File: config.mk
export PLATFORM = sky130hd
export DESIGN_NAME = if_fetch_unit_flat
export DESIGN_NICKNAME = d
export VERILOG_FILES = /design/src/rtl/if_fetch_unit_pkg.sv /design/src/rtl/if_fetch_unit_if.sv /design/src/rtl/if_fetch_unit_pc_register.sv /design/src/rtl/if_fetch_unit.sv /design/src/flat_wrapper.sv
export SDC_FILE = /design/constraint.sdc
export NUM_CORES = 1
export LEC_CHECK = 0
export CORE_ASPECT_RATIO = 0.75
export CORE_MARGIN = 1
export CORE_UTILIZATION = 28
export DETAILED_ROUTE_END_ITERATION = 6
export PLACE_DENSITY_LB_ADDON = 0.05
export SETUP_SLACK_MARGIN = 0.1
export SYNTH_ARGS = -nofsm -noshare
export SYNTH_HDL_FRONTEND = slang
export SYNTH_SLANG_ARGS = --single-unit
File: constraint.sdc
create_clock -name clk -period 1.95 [get_ports clk]
set_input_delay 0.195 -clock clk [delete_from_list [all_inputs] [get_ports clk]]
set_output_delay 0.195 -clock clk [all_outputs]
set_load 0.01 [all_outputs]
File: src/rtl/if_fetch_unit_pkg.sv
// if_fetch_unit_pkg: shared widths, reset PC and fetch FSM state encodings.
package if_fetch_unit_pkg;
    localparam int ADDRESS_LEN = 32;
    localparam logic [ADDRESS_LEN-1:0] DEFAULT_RESET_PC = '0;
    localparam logic [1:0] FS_FETCH = 2'd0;
    localparam logic [1:0] FS_HOLD  = 2'd1;
    localparam logic [1:0] FS_DRAIN = 2'd2;
endpackage

File: src/rtl/if_fetch_unit_if.sv
// if_fetch_unit_if: req/ready instruction-memory bus between fetch unit and memory.
interface if_fetch_unit_if
    import if_fetch_unit_pkg::*;
#(
    parameter int ADDR_W  = ADDRESS_LEN,
    parameter int INSTR_W = ADDRESS_LEN
);
    logic               mem_req;
    logic [ADDR_W-1:0]  mem_addr;
    logic [INSTR_W-1:0] mem_rdata;
    logic               mem_ready;
    modport master (output mem_req, mem_addr, input mem_rdata, mem_ready);
    modport slave  (input mem_req, mem_addr, output mem_rdata, mem_ready);
endinterface

File: src/rtl/if_fetch_unit_pc_register.sv
// pc_register: program counter with async active-low reset and load enable.
module pc_register #(
    parameter int              W        = 32,
    parameter logic [W-1:0]    RESET_PC = '0
) (
    input  logic         clk,
    input  logic         rst,
    input  logic         en,
    input  logic [W-1:0] d,
    output logic [W-1:0] q
);
    always_ff @(posedge clk or negedge rst)
        if (!rst) q <= RESET_PC;
        else if (en) q <= d;
endmodule

File: src/rtl/if_fetch_unit.sv
// if_fetch_unit: PC + req/ready fetch FSM feeding the IF stage register,
// with freeze holding and branch redirect that drains an overtaken fetch.
module if_fetch_unit
    import if_fetch_unit_pkg::*;
#(
    parameter int                  ADDR_W   = ADDRESS_LEN,
    parameter int                  INSTR_W  = ADDRESS_LEN,
    parameter logic [ADDR_W-1:0]   RESET_PC = DEFAULT_RESET_PC
) (
    input  logic                clk,
    input  logic                rst,
    input  logic                freeze,
    input  logic                branch_taken,
    input  logic [ADDR_W-1:0]   branch_address,
    if_fetch_unit_if.master     mem,
    output logic [ADDR_W-1:0]   PC,
    output logic [INSTR_W-1:0]  Instruction,
    output logic                instr_valid
);
    logic [1:0]         state, state_nx;
    logic [ADDR_W-1:0]  pc, pc_d, drain_addr;
    logic [INSTR_W-1:0] hold_buf;
    logic               pc_en, fetch, hold, drain;

    pc_register #(.W(ADDR_W), .RESET_PC(RESET_PC)) u_pc (
        .clk(clk), .rst(rst), .en(pc_en), .d(pc_d), .q(pc)
    );

    always_comb begin
        fetch    = state == FS_FETCH;
        hold     = state == FS_HOLD;
        drain    = state == FS_DRAIN;
        pc_en    = branch_taken | (fetch & mem.mem_ready & ~freeze) | (hold & ~freeze);
        pc_d     = branch_taken ? branch_address : pc + ADDR_W'(4);
        // a drain always ends at FETCH: pc already holds the newest target
        state_nx = fetch ? (branch_taken ? (mem.mem_ready ? FS_FETCH : FS_DRAIN)
                                         : (mem.mem_ready & freeze ? FS_HOLD : FS_FETCH))
                 : hold  ? (branch_taken | ~freeze ? FS_FETCH : FS_HOLD)
                 :         (mem.mem_ready ? FS_FETCH : FS_DRAIN);
        mem.mem_req  = rst & ~hold;
        mem.mem_addr = drain ? drain_addr : pc;
        instr_valid  = rst & ~branch_taken & (hold | (fetch & mem.mem_ready));
        Instruction  = !rst ? '0 : hold ? hold_buf : fetch ? mem.mem_rdata : '0;
        PC           = pc + ADDR_W'(4);
    end

    always_ff @(posedge clk or negedge rst)
        if (!rst) begin
            state      <= FS_FETCH;
            hold_buf   <= '0;
            drain_addr <= '0;
        end else begin
            state <= state_nx;
            if (fetch & mem.mem_ready & freeze & ~branch_taken) hold_buf <= mem.mem_rdata;
            if (fetch & ~mem.mem_ready & branch_taken) drain_addr <= pc;
        end
endmodule

File: src/flat_wrapper.sv
// flat-port wrapper written by rule: the top's interface ports become plain ports
module if_fetch_unit_flat import if_fetch_unit_pkg::*;
#(
    parameter int                  ADDR_W   = ADDRESS_LEN,
    parameter int                  INSTR_W  = ADDRESS_LEN,
    parameter logic [ADDR_W-1:0]   RESET_PC = DEFAULT_RESET_PC
)
  (clk, rst, freeze, branch_taken, branch_address, PC, Instruction, instr_valid, mem_mem_req, mem_mem_addr, mem_mem_rdata, mem_mem_ready);
  if_fetch_unit_if #(.ADDR_W(ADDR_W), .INSTR_W(INSTR_W)) mem_i ();
  input  logic clk;
  input  logic rst;
  input  logic freeze;
  input  logic branch_taken;
  input  logic [ADDR_W-1:0] branch_address;
  output logic [ADDR_W-1:0] PC;
  output logic [INSTR_W-1:0] Instruction;
  output logic instr_valid;
  output wire logic [$bits(mem_i.mem_req)-1:0] mem_mem_req;
  output wire logic [$bits(mem_i.mem_addr)-1:0] mem_mem_addr;
  input wire logic [$bits(mem_i.mem_rdata)-1:0] mem_mem_rdata;
  input wire logic [$bits(mem_i.mem_ready)-1:0] mem_mem_ready;
  assign mem_mem_req = mem_i.mem_req;
  assign mem_mem_addr = mem_i.mem_addr;
  assign mem_i.mem_rdata = mem_mem_rdata;
  assign mem_i.mem_ready = mem_mem_ready;
  if_fetch_unit #(.ADDR_W(ADDR_W), .INSTR_W(INSTR_W), .RESET_PC(RESET_PC)) u_core (.clk(clk), .rst(rst), .freeze(freeze), .branch_taken(branch_taken), .branch_address(branch_address), .mem(mem_i), .PC(PC), .Instruction(Instruction), .instr_valid(instr_valid));
endmodule
==> impl_metrics.py <==
metrics = {
    "detailed_routing": {
        "drt_pass1_iterations": 4,
        "drt-total-wl_mm": 18.3,
        "drt_drc_violations_left": 0,
        "postRouteAntennaNets": 0,
        "wire_per_inst_um": 17.5,
        "viasPerCell": 4.75,
        "detailedRoute.firstIterationViolations": 166,
        "vias": 4951,
    },
    "synth": {
        "synthArstFlopShare": 1.00,
        "netlist_instances": 520,
        "synth_cell_area_um2": 5580,
        "synth_edf_count": 0,
        "synth-seq-cells": 98,
        "synth-compound-area-share": 0.0553,
        "synth_adder_area_share": 0.00224,
        "post_synth_num_cell_types": 45,
        "yosys.area_share.xor_xnor": 0.0674,
        "seq_area_frac_synth": 0.439,
        "synth.mux.area_fraction": 0.251,
        "syn-mean-instance-area_um2": 10.7,
        "yosysWarningCount": 0,
        "synth.net_count": 590,
        "largest_family_of_logic_cells_by_synthesized_area": "multiplexers",
        "synthSimpleGateAreaFrac": 0.139,
        "synthFlopType": "sky130_fd_sc_hd__dfrtp_1",
    },
    "cells_and_area": {
        "synthToLayoutAreaGrowth_pct": 66.5,
        "final_net_count": 855,
        "utilization": 0.478,
        "layout_cells_sized_above_1": 0.492,
        "stdcell_count": 1042,
        "layout.cells.most_common": "sky130_fd_sc_hd__dfrtp_1",
        "antenna-diode-count": 0,
        "layout.cells.most_common_list": "97 x sky130_fd_sc_hd__dfrtp_1, 92 x sky130_fd_sc_hd__buf_4, 68 x sky130_fd_sc_hd__clkdlybuf4s50_1",
    },
    "pwr": {
        "combPwrFrac": 0.350,
        "p_int_uw": 4960,
        "switching_share": 0.293,
        "power.sequential.fraction": 0.389,
        "power.static_leakage_uw": 0.00422,
        "ir_drop_mv": 0.456,
        "power.total_uw": 7010,
        "clock_power_share": 0.261,
        "p_per_area_nw_per_um2": 754,
        "switchingPower_uw": 2060,
    },
    "clock_tree": {
        "clock-root-buffer": "sky130_fd_sc_hd__clkbuf_16",
        "cts_inserted_buffers": 9,
        "cts_sinks": 98,
        "clkTransAtPathRegs_ps": 70,
        "cts_tree": "built",
        "clock_insertion_delay_worst_skew_ps": 350,
        "cts-htree-levels": 3,
        "cts_max_path_buffers": 2,
    },
    "job": {
        "max_cap_viol_count": 0,
    },
    "die": {
        "floorplan.initialDensity": 0.287,
        "top_level_ports": 167,
        "std_cell_rows": 44,
        "die_span_in_y_um": 124,
        "die_w_um": 165,
        "coreArea_um2": 19400,
        "design.die.area_um2": 20500,
    },
    "global_route": {
        "first_global_vias": 5239,
        "tot_gr_track_use": 0.184,
        "global_route_wire_length_before_repair_mm": 29.0,
        "globalRouteOverflowTotal": 0,
        "antenna_found_initial": 0,
        "grt_max_degree": 97,
    },
    "placed_design": {
        "placement.setup.worst_slack_ps": -333,
        "place_congestion": 0.840,
        "placement.io_buffers": 166,
        "hpwl_after_detailed_placement_mm": 12.3,
        "dpl.cell_count": 984,
    },
    "critical_path": {
        "crit_path_start_kind": "flop",
        "arrival_ps": 1970,
        "r2r.worst_path.cells": 8,
        "regToRegSetupSlack_ps": -50,
        "cp.required_ps": 1750,
        "rr_endpoint": "u_core.u_pc.q[25]",
        "end_kind": "output pin",
        "worstPathMaxFanout": 5,
        "crit_type": "flop to output pin",
        "reg_to_reg_critical_path_startpoint": "u_core.u_pc.q[6]",
    },
    "sta": {
        "min_period_ps": 2160,
        "timing.final.crit_share": 1.11,
        "setup_slack_ps": -214,
        "timing_hold_violations_final": 0,
        "maxSlewViolCount": 0,
        "max_slew_margin": 0.632,
        "fmax_ghz": 0.462,
        "final_setup_violation_count": 27,
        "rsz0062_at_grt": "yes",
        "max_slew.worst_pin.slew_ps": 552,
        "fin_worst_skew_ps": 10.4,
    },
    "outcome": {
        "status": "complete, but fails checks",
        "violations": "negative setup slack",
    },
    "hold_path": {
        "min-delay-path-class": "primary input to asynchronous set/reset pin",
    },
}
per-stage QoR:
step           setup TNS (ps)  hold WS (ps)  instance area [um^2]
6_report                -2990           207                  9300
5_1_grt                 -6220           201                  9300
4_1_cts                 -4190           189                  9010
3_5_place_dp            -4800          25.8                  8120
3_3_place_gp            -4160          24.2                  8120
2_1_floorplan               0          -101                  5590
power by group through the flow:
stage | logic (uW) | clock network, uW | registers [uW]
2_1_floorplan | 1100 | 0 | 2690
3_3_place_gp | 2190 | 0 | 2720
3_5_place_dp | 2200 | 0 | 2750
4_1_cts | 2440 | 1900 | 2720
5_1_grt | 2660 | 1960 | 2800
6_report | 2460 | 1830 | 2730
logic make-up after synthesis:
family / Yosys count
AND/OR/NAND/NOR: 153
multiplexers: 128
flip-flops: 98
buffers and inverters: 52
AO/OA/AOI/OAI: 45
XOR/XNOR: 43
adder cells (fa/ha/maj): 1
layer usage:
| layer | global-route usage | share of wire | routed length [um] |
|---|---|---|---|
| met4 | 0.0405 | 0.0098 | 179 |
| met3 | 0.0326 | 0.039 | 719 |
| met2 | 0.284 | 0.46 | 8420 |
| met5 | 0 | 0 | 0 |
| met1 | 0.266 | 0.49 | 8940 |
synth_stat cells (all sizes together), types with 6 or more instances:
cell type | count | share of area
mux2i | 33 | 0.059
buf | 36 | 0.035
nor2 | 46 | 0.031
xnor2 | 22 | 0.035
xor2 | 21 | 0.033
and2 | 6 | 0.0067
nor3 | 10 | 0.0099
mux2 | 95 | 0.19
nand3 | 11 | 0.012
a221o | 6 | 0.011
clkbuf | 9 | 0.0063
inv | 7 | 0.0047
and3 | 11 | 0.013
dfrtp | 98 | 0.44
nand2 | 44 | 0.030
nand4 | 12 | 0.016
o21ai | 20 | 0.018
final cells by class:
type                            count  area [um^2]
Clock buffer                       11          243
Sequential cell                    98         2450
Fill cell                        1876        10100
Timing Repair Buffer              299         2840
Tap cell                          253          317
Multi-Input combinational cell    370         3360
Inverter                            7         26.3
Clock inverter                      4         52.6
worst max-delay path, cell delays in order, from the launching register on:
cell                      delay (ps)
sky130_fd_sc_hd__dfrtp_1         400
sky130_fd_sc_hd__nand4_2         150
sky130_fd_sc_hd__nor4_4          340
sky130_fd_sc_hd__buf_6           180
sky130_fd_sc_hd__buf_12          130
sky130_fd_sc_hd__nand3_4          70
sky130_fd_sc_hd__xnor2_2         180
sky130_fd_sc_hd__buf_2           160
state kept, by name, summed over array words and instances, names as in the netlist:
name,cells
u_core.hold_buf,32
u_core.u_pc.q,32
u_core.drain_addr,32
u_core.state,2
timing repair:
item / 4_1_cts / 5_1_grt
gates resized for setup: 448 / 65
endpoints found under the setup margin: 100 / 92
hold buffers: 1 / 0
pin swaps: 30 / 42
gates cloned: 5 / 1
endpoints found under the hold margin: 2 / 0
setup buffers: 26 / 17
how the worst max path moves through the flow:
stage	startpoint	end	slack [ps]	cells past startpoint
floorplan	u_core.u_pc.q[3]	u_core.u_pc.q[18]	120	7
global placement	u_core.u_pc.q[2]	PC[28]	-320	8
detailed placement	u_core.u_pc.q[2]	PC[28]	-330	8
CTS	u_core.u_pc.q[7]	PC[21]	-280	7
global route	u_core.u_pc.q[7]	PC[25]	-310	7
finish	u_core.u_pc.q[6]	PC[25]	-210	7
No activity file was read; power rests on OpenSTA's default activity.
